[src/rtl/logic_eval_arbiter_if.sv]
// Requester-side handshake bundle for logic_eval_arbiter.
// master = requester/testbench side, slave = arbiter side.
interface logic_eval_arbiter_if #(
  parameter int CNT_W = 8
);
  logic             REQ0, REQ1;
  logic [4:0]       DIN0, DIN1;
  logic             ACK0, ACK1;
  logic             GNT0, GNT1;
  logic             VLD;
  logic             OWNER;
  logic [2:0]       DOUT;
  logic             BUSY;
  logic             TOUT;
  logic [CNT_W-1:0] CNT0, CNT1;

  modport master (
    output REQ0, REQ1, DIN0, DIN1, ACK0, ACK1,
    input  GNT0, GNT1, VLD, OWNER, DOUT, BUSY, TOUT, CNT0, CNT1
  );

  modport slave (
    input  REQ0, REQ1, DIN0, DIN1, ACK0, ACK1,
    output GNT0, GNT1, VLD, OWNER, DOUT, BUSY, TOUT, CNT0, CNT1
  );
endinterface

[src/rtl/logic_eval_arbiter.sv]
// Two-requester round-robin arbiter around a small combinational logic
// evaluator. One transaction in flight: IDLE -> EVAL -> RESP -> IDLE,
// with an ACK timeout in RESP and per-requester completion counters.
module logic_eval_arbiter #(
  parameter int TO_CYC = 15,
  parameter int CNT_W  = 8
) (
  input  logic                  CLK,
  input  logic                  RST,
  logic_eval_arbiter_if.slave   bus
);

  localparam logic [1:0] S_IDLE = 2'd0;
  localparam logic [1:0] S_EVAL = 2'd1;
  localparam logic [1:0] S_RESP = 2'd2;

  // last RESP cycle index before the timeout fires
  localparam logic [7:0] TO_LAST = 8'(TO_CYC - 1);

  logic [1:0]       state;
  logic [4:0]       opnd;
  logic             owner, last, vld, tout, gnt0, gnt1;
  logic [2:0]       dout;
  logic [7:0]       to_cnt;
  logic [CNT_W-1:0] cnt0, cnt1;

  logic             win, ack_own, to_hit;
  logic [2:0]       fres;

  // Arbitration winner, owner's ACK, timeout expiry and the evaluator.
  always_comb begin
    win     = (bus.REQ0 & bus.REQ1) ? ~last : bus.REQ1;
    ack_own = owner ? bus.ACK1 : bus.ACK0;
    to_hit  = (to_cnt == TO_LAST);
    // opnd[0..4] = A..E; fres = {F3, F2, F1}
    fres[0] = ~(~(opnd[0] | opnd[1]) & opnd[2]);
    fres[1] = ~(opnd[1] & opnd[2]);
    fres[2] = ~opnd[3] | opnd[2] | opnd[4];
  end

  // Transaction FSM: capture on grant, evaluate on the edge after the grant
  // pulse, then hold the result until the owner ACKs or the timeout expires.
  always_ff @(posedge CLK or negedge RST) begin
    if (!RST) begin
      state  <= S_IDLE;
      opnd   <= '0;
      owner  <= 1'b0;
      last   <= 1'b1;   // "last served = 1" gives requester 0 priority
      vld    <= 1'b0;
      tout   <= 1'b0;
      gnt0   <= 1'b0;
      gnt1   <= 1'b0;
      dout   <= '0;
      to_cnt <= '0;
      cnt0   <= '0;
      cnt1   <= '0;
    end else begin
      gnt0 <= 1'b0;
      gnt1 <= 1'b0;
      tout <= 1'b0;
      case (state)
        S_IDLE: begin
          if (bus.REQ0 | bus.REQ1) begin
            opnd  <= win ? bus.DIN1 : bus.DIN0;
            owner <= win;
            gnt0  <= ~win;
            gnt1  <= win;
            state <= S_EVAL;
          end
        end
        S_EVAL: begin
          // the grant cycle is spent in EVAL; the result is registered once
          // the grant pulse has gone, so VLD rises two edges after the grant
          if (!(gnt0 | gnt1)) begin
            dout   <= fres;
            vld    <= 1'b1;
            to_cnt <= '0;
            state  <= S_RESP;
          end
        end
        S_RESP: begin
          if (ack_own) begin
            // ACK wins over a coincident timeout
            vld   <= 1'b0;
            last  <= owner;
            state <= S_IDLE;
            if (owner) cnt1 <= cnt1 + 1'b1;
            else       cnt0 <= cnt0 + 1'b1;
          end else if (to_hit) begin
            vld   <= 1'b0;
            tout  <= 1'b1;
            last  <= owner;
            state <= S_IDLE;
          end else begin
            to_cnt <= to_cnt + 8'd1;
          end
        end
        default: state <= S_IDLE;
      endcase
    end
  end

  assign bus.GNT0  = gnt0;
  assign bus.GNT1  = gnt1;
  assign bus.VLD   = vld;
  assign bus.OWNER = owner;
  assign bus.DOUT  = dout;
  assign bus.BUSY  = (state != S_IDLE);
  assign bus.TOUT  = tout;
  assign bus.CNT0  = cnt0;
  assign bus.CNT1  = cnt1;

endmodule

[src/flat_wrapper.sv]
// flat-port wrapper written by rule: the top's interface ports become plain ports
module logic_eval_arbiter_flat 
#(
  parameter int TO_CYC = 15,
  parameter int CNT_W  = 8
)
  (CLK, RST, bus_REQ0, bus_REQ1, bus_DIN0, bus_DIN1, bus_ACK0, bus_ACK1, bus_GNT0, bus_GNT1, bus_VLD, bus_OWNER, bus_DOUT, bus_BUSY, bus_TOUT, bus_CNT0, bus_CNT1);
  logic_eval_arbiter_if #(.CNT_W(CNT_W)) bus_i ();
  input  logic CLK;
  input  logic RST;
  input wire logic [$bits(bus_i.REQ0)-1:0] bus_REQ0;
  input wire logic [$bits(bus_i.REQ1)-1:0] bus_REQ1;
  input wire logic [$bits(bus_i.DIN0)-1:0] bus_DIN0;
  input wire logic [$bits(bus_i.DIN1)-1:0] bus_DIN1;
  input wire logic [$bits(bus_i.ACK0)-1:0] bus_ACK0;
  input wire logic [$bits(bus_i.ACK1)-1:0] bus_ACK1;
  output wire logic [$bits(bus_i.GNT0)-1:0] bus_GNT0;
  output wire logic [$bits(bus_i.GNT1)-1:0] bus_GNT1;
  output wire logic [$bits(bus_i.VLD)-1:0] bus_VLD;
  output wire logic [$bits(bus_i.OWNER)-1:0] bus_OWNER;
  output wire logic [$bits(bus_i.DOUT)-1:0] bus_DOUT;
  output wire logic [$bits(bus_i.BUSY)-1:0] bus_BUSY;
  output wire logic [$bits(bus_i.TOUT)-1:0] bus_TOUT;
  output wire logic [$bits(bus_i.CNT0)-1:0] bus_CNT0;
  output wire logic [$bits(bus_i.CNT1)-1:0] bus_CNT1;
  assign bus_i.REQ0 = bus_REQ0;
  assign bus_i.REQ1 = bus_REQ1;
  assign bus_i.DIN0 = bus_DIN0;
  assign bus_i.DIN1 = bus_DIN1;
  assign bus_i.ACK0 = bus_ACK0;
  assign bus_i.ACK1 = bus_ACK1;
  assign bus_GNT0 = bus_i.GNT0;
  assign bus_GNT1 = bus_i.GNT1;
  assign bus_VLD = bus_i.VLD;
  assign bus_OWNER = bus_i.OWNER;
  assign bus_DOUT = bus_i.DOUT;
  assign bus_BUSY = bus_i.BUSY;
  assign bus_TOUT = bus_i.TOUT;
  assign bus_CNT0 = bus_i.CNT0;
  assign bus_CNT1 = bus_i.CNT1;
  logic_eval_arbiter #(.TO_CYC(TO_CYC), .CNT_W(CNT_W)) u_core (.CLK(CLK), .RST(RST), .bus(bus_i));
endmodule
[config.mk]
export PLATFORM = sky130hd
export DESIGN_NAME = logic_eval_arbiter_flat
export DESIGN_NICKNAME = d
export VERILOG_FILES = /design/src/rtl/logic_eval_arbiter_if.sv /design/src/rtl/logic_eval_arbiter.sv /design/src/flat_wrapper.sv
export SDC_FILE = /design/constraint.sdc
export NUM_CORES = 1
export LEC_CHECK = 0
export ABC_AREA = 1
export CAP_MARGIN = 0
export CORE_MARGIN = 2
export CORE_UTILIZATION = 52
export CTS_BUF_LIST = sky130_fd_sc_hd__clkbuf_4 sky130_fd_sc_hd__clkbuf_8 sky130_fd_sc_hd__clkbuf_16
export CTS_CLUSTER_DIAMETER = 120
export DETAILED_ROUTE_END_ITERATION = 10
export PLACE_DENSITY = 0.85
export SLEW_MARGIN = 20
export SYNTH_ARGS = -nofsm -noshare
export SYNTH_HDL_FRONTEND = slang
export SYNTH_SLANG_ARGS = --single-unit
[constraint.sdc]
create_clock -name CLK -period 2.1 [get_ports CLK]
set_clock_uncertainty 0.1 [all_clocks]
set_input_delay 0.42 -clock CLK [delete_from_list [all_inputs] [get_ports CLK]]
set_output_delay 0.42 -clock CLK [all_outputs]
set_load 0.02 [all_outputs]
# Word-level counts from Yosys, hierarchy flattened
# Cells that the tools add are included.
[totals] ff_bits=40 in_bits=16 out_inout_bits=25 wordCells=76
[op_classes] n_addsub=3 n_eq_ne=8 mux=25 bitwise_logic=16 n_reduce_logical=12
[op_table] cell="8-bit by 1-bit adder with 8-bit output (second input constant)" n=3
[op_table] cell="8-bit two-way mux" n=3
[op_table] cell="8-bit one-hot mux with 2 select lines" n=1
[op_table] cell="1-bit two-way mux" n=14
[op_table] cell="3-bit AND reduction" n=4
[op_table] cell="8-bit by 4-bit equality test with 1-bit output (second input constant)" n=1
[op_table] cell="2-bit two-way mux" n=4
[op_table] cell="1-bit inverter" n=8
[op_table] cell="2-bit != test (second input constant)" n=3
[op_table] cell="2-bit one-hot mux with 3 select lines" n=1
[op_table] cell="2-bit AND reduction" n=3
[op_table] cell="2-bit nonzero test" n=3
[op_table] cell="5-bit two-way mux" n=1
[op_table] cell="1-bit bitwise OR" n=5
[op_table] cell="4-bit AND reduction" n=1
[op_table] cell="1-bit AND" n=3
[op_table] cell="3-bit by 1-bit != test with 1-bit output (second input constant)" n=1
[op_table] cell="2-bit by 1-bit equality test with 1-bit output (second input constant)" n=1
[op_table] cell="2-bit equality test (second input constant)" n=1
[op_table] cell="2-bit zero test" n=1
[op_table] cell="2-bit by 1-bit != test with 1-bit output (second input constant)" n=1
[op_table] cell="1-bit one-hot mux with 2 select lines" n=1

# Longest topological paths before layout
# Gate-level depths: netlist (run 1).
[logic_depth] word_depth=5 depth_mapped=9 mapped_depth_nobuf=9

# Worst setup path after synthesis (run 1)
# No wires, ideal clock.
[synth_timing] path_type="flip-flop to flip-flop" startpoint="reg u_core.state[0]" endpoint="reg u_core.cnt0[7] (netlist: u_core.bus.CNT0[7])" setup_ps=123 arrival_time_ps=1317 t_required_ps=1877 path_slack_ps=560 path_stages_with_launch=8 n_path_buf=0 period_less_slack_ps=1540 path_cell_list="dfrtp_1 > inv_1 > ha_1 > nand3_4 > nor2_1 > nand2_1 > o21ai_0 > nand2_1"
[synth_between] elab_chain_cells=2
[synth_lines] element="from (decl)" line_no="logic_eval_arbiter.sv:20" rtl="logic [1:0] state;"
[synth_lines] element="from (signal assigned)" line_no="logic_eval_arbiter.sv:45" rtl="state <= S_IDLE;"
[synth_lines] element="from (signal assigned)" line_no="logic_eval_arbiter.sv:68" rtl="state <= S_EVAL;"
[synth_lines] element="from (signal assigned)" line_no="logic_eval_arbiter.sv:78" rtl="state <= S_RESP;"
[synth_lines] element="2-bit equality test" line_no="logic_eval_arbiter.sv:61" rtl="case (state)"
[synth_lines] element="3-bit AND reduction (no source line)"
[synth_lines] element="to (signal assigned)" line_no="logic_eval_arbiter.sv:88" rtl="else cnt0 <= cnt0 + 1'b1;"
[synth_lines] element="to (decl)" line_no="logic_eval_arbiter.sv:25" rtl="logic [CNT_W-1:0] cnt0, cnt1;"
# Every way passes these cells.
# A chain may end at the register's enable or synchronous reset.

# Final worst setup path (run 1)
[layout_timing] startpoint="reg u_core.state[0]" endpoint="out bus_BUSY"
[layout_between] elab_chain_cells=1
[layout_lines] element="2-bit nonzero test" line_no="logic_eval_arbiter.sv:108" rtl="assign bus.BUSY = (state != S_IDLE);"
[layout_lines] element="to (decl)" line_no="flat_wrapper.sv:22" rtl="output wire logic [$bits(bus_i.BUSY)-1:0] bus_BUSY;"
# Every way passes these cells.

==> results of run 1 <==
layer usage:
| metal | wire length (µm) | track usage |
|---|---|---|
| met5 | 0 | 0 |
| met3 | 200 | 0.0543 |
| met2 | 2150 | 0.370 |
| met4 | 77 | 0.0950 |
| met1 | 1910 | 0.263 |
sequential cells by signal (all words and copies together), names as in the netlist:
name              flops
u_core.bus.CNT0       8
u_core.bus.CNT1       8
u_core.bus.DOUT       3
u_core.bus.GNT0       1
u_core.bus.GNT1       1
u_core.bus.OWNER      1
u_core.bus.TOUT       1
u_core.bus.VLD        1
u_core.last           1
u_core.opnd           5
u_core.state          2
u_core.to_cnt         8
power groups by stage:
stage	clock network [mW]	logic, mW	registers (mW)
4_1_cts	0.749	1.30	1.18
6_report	0.733	1.28	1.17
2_1_floorplan	0	0.672	1.29
3_3_place_gp	0	1.27	1.17
3_5_place_dp	0	1.30	1.18
5_1_grt	0.768	1.45	1.21
layout make-up:
type / count / area share
clock buffers: 5 / 0.0250
clock inverters: 2 / 0.0219
inverters: 37 / 0.0505
multi-input cells: 197 / 0.361
flip-flops and latches: 40 / 0.365
well taps: 50 / 0.0228
repair buffers: 44 / 0.154
cell usage in the layout, fill, tap and decap left out, drive strengths merged, types with 6 or more instances in the layout:
| master | netlist | layout |
|---|---|---|
| nand2 | 97 | 97 |
| nor2 | 29 | 29 |
| xor2 | 6 | 6 |
| inv | 37 | 37 |
| dfrtp | 39 | 39 |
| nand3 | 29 | 29 |
| clkdlybuf4s50 | 0 | 38 |
| nand4 | 6 | 6 |
| ha | 7 | 7 |
| o21ai | 7 | 7 |
cells by family (layout without fill, tap and decap cells):
kind of cell | count (synthesis) | count (layout) | share of synthesized area
flip-flops | 40 | 40 | 0.469
XOR/XNOR | 11 | 11 | 0.0451
adder cells (fa/ha/maj) | 7 | 7 | 0.0410
AO/OA/AOI/OAI | 12 | 12 | 0.0311
buffers and inverters | 38 | 88 | 0.0668
AND/OR/NAND/NOR | 167 | 167 | 0.347
through the flow:
stage	hold WS [ns]	cells	setup slack (ns)	area, µm²
4_1_cts	0.0806	375	0.174	2750
3_3_place_gp	0.342	368	0.278	2620
3_5_place_dp	0.368	368	0.248	2620
2_1_floorplan	0.0244	275	0.560	2140
5_1_grt	0.111	375	0.124	2750
6_report	0.0672	375	0.197	2750
worst paths after layout:
check | from | endpoint | cells past startpoint | slack (ns)
worst max-delay path | u_core.state[0] | bus_BUSY | 4 | 0.20
worst min-delay path | RST | u_core.opnd[4] | 2 | 0.07
worst max register to register | u_core.state[0] | u_core.to_cnt[0] | 6 | 0.31
worst min register to register | u_core.opnd[2] | u_core.bus.DOUT[1] | 1 | 0.37
max in group asynchronous | RST | u_core.last | 2 | 1.48
min in group CLK | u_core.opnd[2] | u_core.bus.DOUT[1] | 1 | 0.37
==> impl.org, run 1 <==
** Run status
- Result of the run :: finished clean

** Clocking
- Clock-pin slew was measured on the worst setup and hold paths at 0.08 ns.
- Max H-tree Level :: 2
- In this run, CTS created clock tree buffers numbering 5.
- After clock tree synthesis, the flow added hold-fix buffers numbering 0.
- Resize count post-CTS :: 1
- Buffer levels on the longest clock path :: 2
- TritonCTS built the clock tree.
- Clk_lat worst skew :: 0.29 ns
- CTS sink count :: 40
- CTS placed an instance of sky130_fd_sc_hd__clkbuf_8 at the clock tree root.
- Post CTS Setup Buffer Count :: 0

** Synth
- The number of nets in the synthesized netlist is 298.
- Area share of the largest cell type after synthesis :: 0.457
- Counting flops with a built-in enable in the synthesized netlist gives 0.
- Synthesis-stage register bit count :: 40
- Count leader, synth :: sky130_fd_sc_hd__nand2_1
- Synth Flop Type :: sky130_fd_sc_hd__dfrtp_1
- Synthesis produced a netlist whose cell count is 275.
- The cell area that synthesis handed to floorplanning was 0.00214 mm².
- Avg Inst Size Synth :: between 7 and 8 µm²
- Number of warning messages in the yosys log :: 0
- Number of distinct library cells after synthesis :: 24
- Async set-reset flop share out of synthesis :: 1.00
- In the synthesized netlist, the cells that appear most often are 96 x sky130_fd_sc_hd__nand2_1, 39 x sky130_fd_sc_hd__dfrtp_1, 36 x sky130_fd_sc_hd__inv_1, 28 x sky130_fd_sc_hd__nor2_1, 26 x sky130_fd_sc_hd__nand3_1.
- Ranked by total cell area, the synthesized netlist is headed by sky130_fd_sc_hd__dfrtp_1 46%, sky130_fd_sc_hd__nand2_1 17%, sky130_fd_sc_hd__inv_1 6.3%.
- Of the synthesized area, sequential elements account for 0.469.
- Most area-hungry cell type in the Yosys netlist :: sky130_fd_sc_hd__dfrtp_1

** Critical path
- Setup crit end kind :: output port
- Worst Path Buf+Inv :: 3
- The critical path is of the reg2out type.
- In this run the worst path has a maximum fanout of 3.
- Ordered cell list for the critical path :: inv_1 -> ha_1 -> inv_1 -> dlygate4sd2_1
- Stage delay of the slowest cell on the critical path :: 0.38 ns
- Critical path's slowest cell :: sky130_fd_sc_hd__dfrtp_1
- The most numerous cell type found on the critical path is sky130_fd_sc_hd__inv_1.
- At the worst endpoint, the required time is between 1.5 and 2 ns.
- Startpoint type of the worst setup path :: flip-flop
- Data on the critical path arrives at its endpoint at 1.38 ns.
- The cell family contributing the most delay on the critical path is buffers and inverters.

** Die
- The core region is 0.00397 mm².
- Pin placement for this block handled between 40 and 50 I/O pins.
- The initial utilization of the core area, before any placement, comes to 0.538.
- In this run the horizontal extent of the chip is 68.1 µm.
- Measured along the y axis, the die boundary spans approximately 70 µm.
- Die outline area :: 0.00464 mm²
- The floorplan has 23 rows.

** STA
- Fraction of the cycle the final worst path needs :: 0.906
- Transition time at the pin with the least slew margin :: 0.482 ns
- Setup repair after global routing left no endpoint under its margin.
- Worst slew margin relative to its limit :: 0.678
- For the finished layout, the period the worst path requires is 1.90 ns.
- Setup violations remaining at the end of the flow were counted as 0.
- The number of pins with negative max-slew slack in the final report is 0.
- For the final routed database, the setup TNS stands at 0 ns.
- Timing would allow up to 0.525 GHz.
- The final number of hold-violating endpoints came to 0.

** Layout
- Multi-input logic area :: roughly 1000 µm²
- Of the cells placed in the final design, the portion with a size suffix greater than 1 is 0.0615.
- Relative area change from synthesis to final layout :: 28.6%
- Ant. Diodes :: 0
- Share of the core filled with cells :: 0.692
- Summing all flip-flop and latch instances after layout gives around 0.001 mm².
- The layout has 325 filler cells.
- # nets final :: around 350

** Global route
- Gr ovfl total :: 0
- The first global-routing pass estimated 7580 µm of wire.
- Via count of the first global-routing pass :: 1816
- Global-route usage over all layers :: 0.219
- Number of antenna violations at the first check in global routing :: 0
- Entering global routing, the biggest net connects 41 pins.

** Power and ir drop
- Maximum ir drop on the vdd rail :: 0.000668 V
- Of the total power, the share spent switching nets is 0.374.
- Dividing total power by cell area gives a power density of 1160 mW/mm².
- The analysis attributes to net switching a power of ~1.2 mW.
- Comb pwr share :: 0.402
- Static power due to leakage :: between 1 and 1.5 nW
- Internal cell power :: roughly 2.0 mW
- The share of total power dissipated in sequential elements is 0.368.
- Of the total power, the clock network draws 0.230.
- Overall power :: 3.19 mW

** Flow run
- Number of maximum-capacitance violations :: 0

** Routing
- Via total after detailed routing :: 1842
- Wire length reported by the detailed router :: 4340 µm
- Drt wl/cell :: 11.6 µm
- Via-to-Cell Ratio :: 4.91
- Count of unresolved DRC violations after routing :: 0
- Before antenna repair, the detailed router went through 4 iterations.
- Once detail routing completed, the nets flagged for antenna violations numbered 0.
- The detailed router finished its first iteration with 152 violations.

** Place
- Final weighted congestion in routability-driven placement :: 0.865
- Total half-perimeter wirelength after legalization and detailed placement :: 3300 µm
- Buffers placed on the I/O ports in this run total 40.

** Min path
- In this run the worst hold path is classified as in2async.
No activity file was read; power rests on OpenSTA's default activity.
==> inputs of run 2 (changes only) <==
--- a/config.mk
+++ b/config.mk
@@ -6,13 +6,14 @@
 export NUM_CORES = 1
 export LEC_CHECK = 0
 export ABC_AREA = 1
-export CAP_MARGIN = 0
+export CAP_MARGIN = 20
 export CORE_MARGIN = 2
 export CORE_UTILIZATION = 52
 export CTS_BUF_LIST = sky130_fd_sc_hd__clkbuf_4 sky130_fd_sc_hd__clkbuf_8 sky130_fd_sc_hd__clkbuf_16
 export CTS_CLUSTER_DIAMETER = 120
 export DETAILED_ROUTE_END_ITERATION = 10
 export PLACE_DENSITY = 0.85
+export SKIP_CTS_REPAIR_TIMING = 1
 export SLEW_MARGIN = 20
 export SYNTH_ARGS = -nofsm -noshare
 export SYNTH_HDL_FRONTEND = slang
==> run 2 against run 1 <==
Compared with the run above:
- via count rose by 0.27%
- setup slack improved by 0.024 ns
- routed wire length rose by 0.18%
- global-route usage did not move
- combinational power barely moved
- total power rose by 0.29%
- die area did not move
- critical path type unchanged
- largest power group unchanged
- highest routed layer unchanged
==> impl.org, run 2 (synthesis results as in run 1) <==
** Run status
- The run finished with clean final reports.

** Critical path
- Ordered cell list for the critical path :: clkdlybuf4s50_1
- Required time reported for the critical path endpoint :: 1.58 ns (about the same)
- Kind of critical path :: reg2out
- Startpoint type of the worst setup path :: flip-flop
- CP Max Fanout :: 4 (+1)
- The kind of cell with the highest combined delay along the critical path is buffers and inverters.
- The worst setup path is captured at an output port.
- The data arrival time of the critical path is 1.36 ns (-0.02 ns).
- The worst stage delay on the critical path was 0.64 ns (+0.26 ns).
- Critical path's slowest cell :: sky130_fd_sc_hd__clkdlybuf4s50_1
- The number of buffer and inverter instances along the worst setup path came to 1 (-2).

** Global route
- Pin count of the biggest net entering global routing :: 41 (unchanged)
- Global-route usage over all layers :: 0.219 (unchanged)
- Gr ovfl total :: 0 (unchanged)
- The initial antenna violation count was 0 (unchanged).
- Global-route wire length before repair :: 7580 µm (unchanged)
- The number of global-route vias before repair is 1816 (unchanged).

** Place
- Port Buf Inserts :: 40 (unchanged)
- Final weighted congestion in routability-driven placement :: 0.865 (unchanged)
- Instance count after placement with tap cells included :: 368 (unchanged)
- Total half-perimeter wirelength after legalization and detailed placement :: 3300 µm (unchanged)
- The placement-stage worst setup slack was 0.248 ns (unchanged).

** Layout
- Most common cell after layout, fill and taps aside :: sky130_fd_sc_hd__nand2_1
- Relative area change from synthesis to final layout :: 28.8%
- # nets final :: 348 (unchanged)
- Commonest cells after routing, fill and taps aside :: 96 x sky130_fd_sc_hd__nand2_1, 39 x sky130_fd_sc_hd__dfrtp_1, 38 x sky130_fd_sc_hd__clkdlybuf4s50_1
- Number of standard cells in the final layout excluding fillers :: 375 (unchanged)
- Fill cell total of the finished layout :: 323 (-0.62%)
- The antenna cell count came to 0 (unchanged).
- The ratio of cells with drive above 1 in the final layout is 0.0615 (unchanged).

** STA
- Fin. Hold Viols :: 0 (unchanged)
- The maximum clock frequency is 0.532 GHz (+1.3%).
- RSZ-0062 raised after global routing :: no
- The tightest hold margin is 0.0676 ns (+0.000395 ns).
- Worst slew margin relative to its limit :: 0.679 (about the same)
- The final critical delay including setup and external delays came to 1.88 ns (-0.0239 ns).
- Fraction of the cycle the final worst path needs :: 0.895 (-0.0114)
- Transition time at the pin with the least slew margin :: 0.482 ns (-0.000517 ns)
- Final setup violation count :: 0 (unchanged)
- Count of pins over their slew limit :: 0 (unchanged)
- Worst setup margin :: 0.221 ns (+0.0239 ns)

** Flow run
- The max-cap check violation count is 0 (unchanged).

** Min path
- The tightest min-delay check is of the in2async type.

** Power and ir drop
- The fraction of power consumed by combinational cells is 0.404 (+0.002).
- The standby leakage power was 1.39 nW (+0.54%).
- NetSw :: 1.20 mW (+0.28%)
- Portion of total power attributed to sequential cells :: 0.367 (about the same)
- Switching share of total power :: 0.374 (about the same)
- Cell Pwr Density :: 1160 mW/mm² (+0.15%)
- Internal cell power :: 2.00 mW (+0.29%)
- Overall power :: 3.20 mW (+0.29%)
- The share of power burned in the clock network came to 0.229 (about the same).
- The maximum resistive drop on vdd came to 0.000608 V (-9.0%).

** Die
- Vertical die dimension :: 68.1 µm (unchanged)
- The die area is 0.00464 mm² (unchanged).
- Initial core utilization :: 0.538 (unchanged)
- Horizontal extent of the die :: 68.1 µm (unchanged)
- The total number of placement rows came to 23 (unchanged).
- The total core area came to 0.00397 mm² (unchanged).
- Top-level port count :: 41 (unchanged)

** Clocking
- The number of clock sinks came to 40 (unchanged).
- Clock root cell :: sky130_fd_sc_hd__clkbuf_8
- Buffer levels on the longest clock path :: 2 (unchanged)
- Clock tree from TritonCTS :: done
- The total CTS buffers came to 5 (unchanged).
- The number of H-tree branching levels came to 2 (unchanged).
- The clock network latency to the later pin of the worst-skew pair was 0.29 ns (about the same).
- The clock transition time at the flip-flop clock pins of the worst setup and hold paths was 0.07 ns (about the same).

** Routing
- The number of remaining DRC errors is 0 (unchanged).
- Via total after detailed routing :: 1847 (+0.27%)
- Number of iterations in the first detailed-routing pass :: 4 (unchanged)
- DRC violation total after the first TritonRoute iteration :: 153 (+0.66%)
- The routed length per placed instance came to 11.6 µm (+0.18%).
- The detail-routed via count per cell was 4.93 (+0.27%).
- The number of nets with antenna violations after detailed routing is 0 (unchanged).
- Wire length reported by the detailed router :: 4350 µm (+0.18%)
## run 2: changes by cell type in the layout (fill, tap and decap cells not counted), sizes merged
| cell | change |
|---|---|
| dlygate4sd2 | -1 |
| dlymetal6s2s | +1 |
## run 2: per-stage QoR
step / setup TNS [ns] / area, µm² / util
6_report: 0 / 2750 / 0.693
5_1_grt: 0 / 2750 / 0.693
4_1_cts: -0.0992 / 2750 / 0.692
3_5_place_dp: 0 / 2620 / 0.660
3_3_place_gp: 0 / 2620 / 0.660
2_1_floorplan: 0 / 2140 / -
## run 2: area by class of cell
cell class / instances / area (µm²) / area share
Clock buffer: 5 / 68.8 / 0.0250
Clock inverter: 2 / 60.1 / 0.0218
Inverter: 37 / 139 / 0.0505
Multi-Input combinational cell: 197 / 991 / 0.360
Sequential cell: 40 / 1000 / 0.364
Tap cell: 50 / 62.6 / 0.0227
Timing Repair Buffer: 44 / 428 / 0.156
## run 2: path summary, 6_finish.rpt
| check | start | endpoint | slack, ns | cells after the start |
|---|---|---|---|---|
| worst max-delay path | u_core.bus.OWNER | bus_OWNER | 0.22 | 1 |
| worst min-delay path | RST | u_core.opnd[4] | 0.07 | 2 |
| worst max register to register | u_core.state[0] | u_core.to_cnt[0] | 0.31 | 6 |
| worst min register to register | u_core.opnd[2] | u_core.bus.DOUT[1] | 0.37 | 1 |
| max in group asynchronous | RST | u_core.last | 1.48 | 2 |
| min in group CLK | u_core.opnd[2] | u_core.bus.DOUT[1] | 0.37 | 1 |
## run 2: power by group through the flow
stage	Clock (mW)	Sequential, mW	Combinational, mW
floorplan	0	1.29	0.672
global placement	0	1.17	1.27
detailed placement	0	1.18	1.30
CTS	0.749	1.18	1.31
global route	0.768	1.21	1.46
finish	0.732	1.17	1.29
## run 2: layer usage
metal | GRT usage | vias up | wire length (µm)
met2 | 0.370 | 36 | 2190
met5 | 0 | - | 0
li1 | - | 959 | -
met3 | 0.0543 | 7 | 176
met1 | 0.263 | 845 | 1910
met4 | 0.0950 | 0 | 77
